## src/rtl/seg_pkg.sv

```systemverilog
// seg_pkg -- shared types, constants and glyph decoding for the 7-segment
// scan controller.
//
//   scan_state_e : scan FSM states (IDLE, DWELL, BLANK)
//   bcd_t        : one BCD digit
//   SEG_OFF      : active-low segment pattern with every segment dark
//   seg_decode() : BCD -> gfedcba active-low glyph; codes A-F are dark
//
// Optional build macro affecting users of this package: SEG_SCAN_LZB_EN
// (leading-zero blanking, handled in seg_scan_controller).

package seg_pkg;

  typedef enum logic [1:0] {
    IDLE  = 2'd0,
    DWELL = 2'd1,
    BLANK = 2'd2
  } scan_state_e;

  typedef logic [3:0] bcd_t;

  localparam logic [6:0] SEG_OFF = 7'h7F;

  // Standard glyphs, bit order gfedcba, 0 = segment lit.
  function automatic logic [6:0] seg_decode(input bcd_t value);
    logic [6:0] seg;
    case (value)
      4'd0:    seg = 7'h40;
      4'd1:    seg = 7'h79;
      4'd2:    seg = 7'h24;
      4'd3:    seg = 7'h30;
      4'd4:    seg = 7'h19;
      4'd5:    seg = 7'h12;
      4'd6:    seg = 7'h02;
      4'd7:    seg = 7'h78;
      4'd8:    seg = 7'h00;
      4'd9:    seg = 7'h10;
      default: seg = SEG_OFF;  // non-BCD codes: digit selected but dark
    endcase
    return seg;
  endfunction

endpackage

```

## src/rtl/seg_scan_timer.sv

```systemverilog
// seg_scan_timer -- loadable down-counter used to time the dwell and blank
// phases of the scan controller.
//
// Ports:
//   clk         in   system clock, rising edge
//   reset       in   synchronous active-high reset (count -> 0)
//   load        in   load load_value this cycle
//   load_value  in   WIDTH  value to load (phase length minus one)
//   count       out  WIDTH  current count
//   done        out  high while count is zero (last cycle of the phase)

module seg_scan_timer #(
  parameter int WIDTH = 16
) (
  input  logic             clk,
  input  logic             reset,
  input  logic             load,
  input  logic [WIDTH-1:0] load_value,
  output logic [WIDTH-1:0] count,
  output logic             done
);

  logic [WIDTH-1:0] count_reg;

  always_ff @(posedge clk) begin
    if (reset) begin
      count_reg <= '0;
    end else if (load) begin
      count_reg <= load_value;
    end else if (count_reg != '0) begin
      count_reg <= count_reg - WIDTH'(1);
    end
  end

  assign count = count_reg;
  assign done  = (count_reg == '0);

endmodule

```

## src/rtl/seg_scan_controller.sv

```systemverilog
// seg_scan_controller -- time-multiplexes DIGITS BCD digits onto a shared
// active-low 7-segment bus with active-low per-digit selects. New frames are
// loaded through a valid/ready handshake into a load buffer and copied into
// the displayed (shadow) registers only at a frame boundary, so a frame is
// never shown half old / half new. A blank gap between digits suppresses
// ghosting.
//
// Ports:
//   clk          in   system clock, rising edge
//   reset        in   synchronous active-high reset
//   enable       in   1 = scan, 0 = display dark
//   bcd_in       in   bcd_t [DIGITS-1:0] unpacked, digit 0 = rightmost
//   bcd_valid    in   bcd_in holds a new frame
//   bcd_ready    out  load buffer free; transfer on bcd_valid && bcd_ready
//   seg_out      out  7  gfedcba, active-low, registered
//   digit_sel    out  DIGITS one-cold, active-low, registered
//   frame_start  out  1-cycle pulse on the first drive cycle of digit 0
//
// Build macro: SEG_SCAN_LZB_EN -- when defined, leading zeros (from the top
// digit down to the first nonzero digit, never digit 0) are blanked. The mask
// is computed from the load buffer at commit time and held with the frame.

module seg_scan_controller
  import seg_pkg::*;
#(
  parameter int DIGITS       = 4,
  parameter int DWELL_CYCLES = 50000,
  parameter int BLANK_CYCLES = 500
) (
  input  logic              clk,
  input  logic              reset,
  input  logic              enable,
  input  bcd_t              bcd_in [DIGITS-1:0],
  input  logic              bcd_valid,
  output logic              bcd_ready,
  output logic [6:0]        seg_out,
  output logic [DIGITS-1:0] digit_sel,
  output logic              frame_start
);

  localparam int IDX_W   = (DIGITS > 1) ? $clog2(DIGITS) : 1;
  localparam int MAX_CYC = (DWELL_CYCLES > BLANK_CYCLES) ? DWELL_CYCLES : BLANK_CYCLES;
  localparam int CNT_W   = (MAX_CYC > 1) ? $clog2(MAX_CYC) : 1;

  localparam logic [CNT_W-1:0] DWELL_LOAD = CNT_W'(DWELL_CYCLES - 1);
  localparam logic [CNT_W-1:0] BLANK_LOAD = CNT_W'((BLANK_CYCLES > 0) ? BLANK_CYCLES - 1 : 0);
  localparam logic [IDX_W-1:0] LAST_IDX   = IDX_W'(DIGITS - 1);
  localparam bit               NO_GAP     = (BLANK_CYCLES == 0);

  // ---------------------------------------------------------------------
  // Scan sequencing
  // ---------------------------------------------------------------------
  scan_state_e      state_reg;
  logic [IDX_W-1:0] idx_reg;
  logic [6:0]       seg_reg;
  logic [DIGITS-1:0] sel_reg;
  logic             frame_start_reg;

  logic             tmr_load;
  logic [CNT_W-1:0] tmr_value;
  logic [CNT_W-1:0] tmr_count;
  logic             tmr_done;

  logic [IDX_W-1:0] idx_wrap;
  logic [IDX_W-1:0] entry_idx;
  logic             start_scan;
  logic             dwell_end;
  logic             blank_end;
  logic             enter_dwell;
  logic             enter_blank;
  logic             enter_dwell0;

  assign idx_wrap   = (idx_reg == LAST_IDX) ? '0 : idx_reg + IDX_W'(1);
  assign start_scan = (state_reg == IDLE);
  assign dwell_end  = (state_reg == DWELL) && tmr_done;
  assign blank_end  = (state_reg == BLANK) && tmr_done;

  // Phase transitions; a disabled controller never enters a scan phase.
  assign enter_dwell  = enable && (start_scan || blank_end || (dwell_end && NO_GAP));
  assign enter_blank  = enable && dwell_end && !NO_GAP;
  assign entry_idx    = start_scan ? '0 : idx_wrap;
  assign enter_dwell0 = enter_dwell && (entry_idx == '0);

  // The timer is reloaded on the same edge that changes phase, so each
  // phase begins with the counter at (length - 1) and ends when it hits 0.
  assign tmr_load  = enter_dwell || enter_blank;
  assign tmr_value = enter_blank ? BLANK_LOAD : DWELL_LOAD;

  seg_scan_timer #(
    .WIDTH (CNT_W)
  ) u_timer (
    .clk        (clk),
    .reset      (reset),
    .load       (tmr_load),
    .load_value (tmr_value),
    .count      (tmr_count),
    .done       (tmr_done)
  );

  // ---------------------------------------------------------------------
  // Frame buffering and handshake
  // ---------------------------------------------------------------------
  bcd_t load_buf_reg [DIGITS-1:0];
  bcd_t shadow_reg   [DIGITS-1:0];
  logic pending_reg;
  logic xfer;
  logic commit;

  assign bcd_ready = !pending_reg;
  assign xfer      = bcd_valid && bcd_ready;
  // A pending frame goes live at a frame boundary or whenever the scan is
  // idle, so a dark display never holds a stale frame back.
  assign commit    = pending_reg && (start_scan || enter_dwell0);

  always_ff @(posedge clk) begin
    if (reset) begin
      pending_reg <= 1'b0;
    end else if (xfer) begin
      pending_reg <= 1'b1;
    end else if (commit) begin
      pending_reg <= 1'b0;
    end
  end

  genvar gi;
  generate
    for (gi = 0; gi < DIGITS; gi++) begin : g_digit
      always_ff @(posedge clk) begin
        if (reset) begin
          load_buf_reg[gi] <= 4'hF;
          shadow_reg[gi]   <= 4'hF;
        end else begin
          if (xfer) begin
            load_buf_reg[gi] <= bcd_in[gi];
          end
          if (commit) begin
            shadow_reg[gi] <= load_buf_reg[gi];
          end
        end
      end
    end
  endgenerate

  // ---------------------------------------------------------------------
  // Leading-zero blanking
  // ---------------------------------------------------------------------
  logic digit_dark;

`ifdef SEG_SCAN_LZB_EN
  logic [DIGITS-1:0] lzb_mask_reg;
  logic [DIGITS-1:0] lzb_mask_next;
  logic              lz_run;

  // Walk down from the top digit; the run of zeros ends at the first
  // nonzero digit. Digit 0 always stays visible so "0" still shows.
  always_comb begin
    lzb_mask_next = '0;
    lz_run        = 1'b1;
    for (int i = DIGITS - 1; i >= 1; i--) begin
      lz_run           = lz_run && (load_buf_reg[i] == 4'h0);
      lzb_mask_next[i] = lz_run;
    end
  end

  always_ff @(posedge clk) begin
    if (reset) begin
      lzb_mask_reg <= '0;
    end else if (commit) begin
      lzb_mask_reg <= lzb_mask_next;
    end
  end

  assign digit_dark = lzb_mask_reg[idx_reg];
`else
  assign digit_dark = 1'b0;
`endif

  // ---------------------------------------------------------------------
  // Pin drive values for the current digit
  // ---------------------------------------------------------------------
  logic [6:0]        glyph;
  logic [DIGITS-1:0] sel_drive;

  assign glyph = digit_dark ? SEG_OFF : seg_decode(shadow_reg[idx_reg]);

  generate
    for (gi = 0; gi < DIGITS; gi++) begin : g_sel
      assign sel_drive[gi] = (idx_reg != IDX_W'(gi));
    end
  endgenerate

  // ---------------------------------------------------------------------
  // Scan FSM with registered pin outputs. Pins reflect the state of the
  // previous cycle, except that dropping enable darkens them on the very
  // next edge.
  // ---------------------------------------------------------------------
  always_ff @(posedge clk) begin
    if (reset) begin
      state_reg       <= IDLE;
      idx_reg         <= '0;
      seg_reg         <= SEG_OFF;
      sel_reg         <= '1;
      frame_start_reg <= 1'b0;
    end else begin
      if (!enable) begin
        state_reg <= IDLE;
        idx_reg   <= '0;
      end else if (enter_dwell) begin
        state_reg <= DWELL;
        idx_reg   <= entry_idx;
      end else if (enter_blank) begin
        state_reg <= BLANK;
      end

      if (enable && (state_reg == DWELL)) begin
        seg_reg         <= glyph;
        sel_reg         <= sel_drive;
        // First dwell cycle of digit 0 is the only one with a full count.
        frame_start_reg <= (idx_reg == '0) && (tmr_count == DWELL_LOAD);
      end else begin
        seg_reg         <= SEG_OFF;
        sel_reg         <= '1;
        frame_start_reg <= 1'b0;
      end
    end
  end

  assign seg_out     = seg_reg;
  assign digit_sel   = sel_reg;
  assign frame_start = frame_start_reg;

endmodule

```

## config.mk

```make
export PLATFORM = sky130hd
export DESIGN_NAME = seg_scan_controller
export DESIGN_NICKNAME = d
export VERILOG_FILES = /design/src/rtl/seg_pkg.sv /design/src/rtl/seg_scan_timer.sv /design/src/rtl/seg_scan_controller.sv
export SDC_FILE = /design/constraint.sdc
export NUM_CORES = 1
export LEC_CHECK = 0
export ABC_AREA = 1
export CAP_MARGIN = 30
export CORE_UTILIZATION = 40
export CTS_CLUSTER_DIAMETER = 200
export DETAILED_ROUTE_END_ITERATION = 7
export PLACE_DENSITY = 0.61
export SLEW_MARGIN = 40
export SYNTH_ARGS = -nofsm -noshare
export SYNTH_HDL_FRONTEND = slang
export SYNTH_HIERARCHICAL = 1
export SYNTH_SLANG_ARGS = --single-unit
```

## constraint.sdc

```tcl
create_clock -name clk -period 3.1 [get_ports clk]
set_input_delay 0.62 -clock clk [delete_from_list [all_inputs] [get_ports clk]]
set_output_delay 0.62 -clock clk [all_outputs]
set_load 0.05 [all_outputs]
```

==> results.sh <==
export IMPL_clockRootBuffer="clkbuf_8"
export IMPL_routed_wl_mm=6.10
export IMPL_hp_class="reg -> reg"
export IMPL_worst_pin_slew_ns=0.662
export IMPL_period_needed_ns=2.49
export IMPL_final_common_cell="nand2_1"
export IMPL_grt_max_degree=22
export IMPL_syn_area_um2=3500
export IMPL_finClkSkew_ns=0.0149
export IMPL_met3_usage=0.0423
export IMPL_pre_cts_ws_ns=0.617
export IMPL_io_pins=33
export IMPL_dp_hpwl_mm=4.50
export IMPL_postRouteAntennaNets=0
export IMPL_clock_latency_ns=0.35
export IMPL_yosysSeqAreaShare=0.475
export IMPL_ys_warn_count=6
export IMPL_cts_tree="yes"
export IMPL_cp_start_kind="flop"
export IMPL_syn_avg_cell_area_um2=8.25
export IMPL_crit_path_end_kind="flop"
export IMPL_grt_use_met2=0.235
export IMPL_overflow=0
export IMPL_fin_hold_ws_ns=0.488
export IMPL_grt_pass1_vias=2349
export IMPL_postCtsResizedCells=0
export IMPL_p_per_area_nw_per_um2=515
export IMPL_port_buffers=32
export IMPL_drc=0
export IMPL_fin_area_um2=4150
export IMPL_p_leak_nw=1.96
export IMPL_drive_gt1_frac=0.124
export IMPL_crit_fanout=21
export IMPL_finalCritPeriodShare=0.803
export IMPL_worstPathArrival_ns=2.72
export IMPL_area_growth_pct=18.6
export IMPL_numCtsBuffers=9
export IMPL_drt_vias_per_instance=4.45
export IMPL_slew_viol_final=0
export IMPL_clk_pin_slew_worst_paths_ns=0.08
export IMPL_cp_slowest_cell="dfxtp_1"
export IMPL_nets=499
export IMPL_antenna_found_initial=0
export IMPL_vias=2578
export IMPL_core_area_um2=8340
export IMPL_finalWeightedCongestion=0.885
export IMPL_finalHoldViolations=0
export IMPL_antenna_cells=0
export IMPL_postCtsSetupRepairBufs=0
export IMPL_gr_usage_met1=0.209
export IMPL_path_class="reg -> reg"
export IMPL_slowest_delay_ns=0.35
export IMPL_crit_path_frequent_cell="nor2_1"
export IMPL_initial_core_util=0.420
export IMPL_relSlewSlack=0.557
export IMPL_synthCells=424
export IMPL_cts_buffer_depth=2
export IMPL_cts_hold_buf=0
export IMPL_dr_pass1_iters=5
export IMPL_max_freq_mhz=402
export IMPL_ir_drop_mv=0.226
export IMPL_num_rows=33
export IMPL_dpl_instance_area_um2=3940
export IMPL_layout_setup_ws_ns=0.610
export IMPL_dr_first_iter_drc_count=111
export IMPL_final_util=0.497
export IMPL_path_cells="inv_1 > ha_1 > nand2_4 > nor2_8 > nand4_4 > inv_2 > nand2_1 > nor2_1 > inv_1 > nand2_1 > buf_4 > nor2_1 > a22oi_1 > nor2_1"
export IMPL_grt_pass1_wl_mm=10.7
export IMPL_die_w_um=95.5
export IMPL_fp_dieH_um=95.5
export IMPL_yosysUniqueCellTypes=36
export IMPL_cts_num_sinks=67
export IMPL_h_tree_depth=3
export IMPL_track_usage=0.154
export IMPL_nFillCells=792
export IMPL_layout_common_cells="129 x nand2_1, 63 x inv_1, 49 x nor2_1, 35 x dfxtp_1"
export IMPL_wl_per_cell_um=10.5
export IMPL_top_usage_layer="met2"
export IMPL_setup_viol=0
export IMPL_rsz0062_at_grt="false"
export IMPL_crit_required_ns=3.33
export IMPL_maxCapViolCount=0
export IMPL_synth_seq_cells=67
export IMPL_status="finished clean"
export IMPL_finalSetupTns_ns=0
export IMPL_dieArea_um2=9130
[cell families (layout without fill, tap and decap cells)]
logic type | Yosys count | count (layout) | share of synthesized area
simple gates | 245 | 245 | 0.346
xor+xnor | 7 | 7 | 0.0197
flops | 67 | 67 | 0.475
compound gates | 19 | 19 | 0.0333
fa+ha+maj | 10 | 10 | 0.0358
buf+inv | 74 | 118 | 0.0883
other cells | 2 | 8 | 0.00215
[final cells by class]
type,count,area [um2],share of cell area
flip-flops and latches,67,1660,0.400
well taps,105,131,0.0317
clock buffers,9,124,0.0299
inverters,67,254,0.0612
clock inverters,7,83.8,0.0202
multi-input cells,289,1550,0.374
repair buffers,35,343,0.0826
[metal layers]
layer  share of wire  wire, um  up-vias
met5               0         0        -
met4           0.011        68        0
met3           0.053       320        7
met2            0.43      2630       58
met1            0.50      3070     1125
li1                -         -     1388
[power breakdown]
group | total [mW] | internal (mW) | leakage (nW) | switching (mW)
logic | 0.373 | 0.137 | 1.32 | 0.236
clock network | 0.760 | 0.385 | 0.102 | 0.375
registers | 1.00 | 0.967 | 0.531 | 0.0379
total | 2.14 | 1.49 | 1.96 | 0.649
[cell usage after synthesis]
library cell	instances	area, um2
inv_4	1	6.26
edfxtp_1	32	961
inv_1	63	236
conb_1	2	7.51
buf_6	1	11.3
ha_1	10	125
o21a_1	1	7.51
dfxtp_1	35	701
clkinv_1	1	3.75
clkbuf_1	3	11.3
a211oi_1	1	7.51
buf_12	1	20.0
a21oi_1	8	40.0
xor2_1	2	17.5
nor3_2	1	10.0
nand2_4	14	158
buf_2	1	5.00
nor2_2	3	18.8
a21oi_4	1	16.3
xnor2_1	4	35.0
nand2_1	129	484
nand4_4	1	21.3
nand2_2	6	37.5
o21ai_0	6	30.0
nand4_1	3	18.8
buf_4	1	7.51
nor2_4	5	56.3
nand3_2	3	30.0
xor2_2	1	16.3
o21bai_1	1	7.51
nor2_8	2	40.0
nand3_1	26	130
inv_2	2	7.51
nor2_1	49	184
a22oi_1	1	7.51
nand3b_1	3	22.5
[path summary, 6_finish.rpt]
kind	startpoint	endpoint	slack, ns	depth (start not counted)
setup / recovery	u_timer/count[0]	u_timer/count[2]	0.61	14
hold / removal	pending_reg	pending_reg	0.49	2
setup reg to reg	u_timer/count[0]	u_timer/count[2]	0.61	14
hold reg to reg	pending_reg	pending_reg	0.49	2
[metrics by stage]
step	total power, mW	cells
5_1_grt	2.25	579
2_1_floorplan	1.31	430
3_3_place_gp	1.40	563
4_1_cts	2.15	579
3_5_place_dp	1.40	563
6_report	2.14	579
[critical path, delay by kind of cell (launching register included)]
| kind | cells | cell delay [ns] |
|---|---|---|
| DFF | 1 | 0.35 |
| buffers and inverters | 4 | 0.64 |
| adders and majority gates | 1 | 0.23 |
| and+or+nand+nor | 8 | 0.96 |
| AOI/OAI and AO/OA | 1 | 0.22 |
Note: power is estimated with default switching activity, not from simulation.
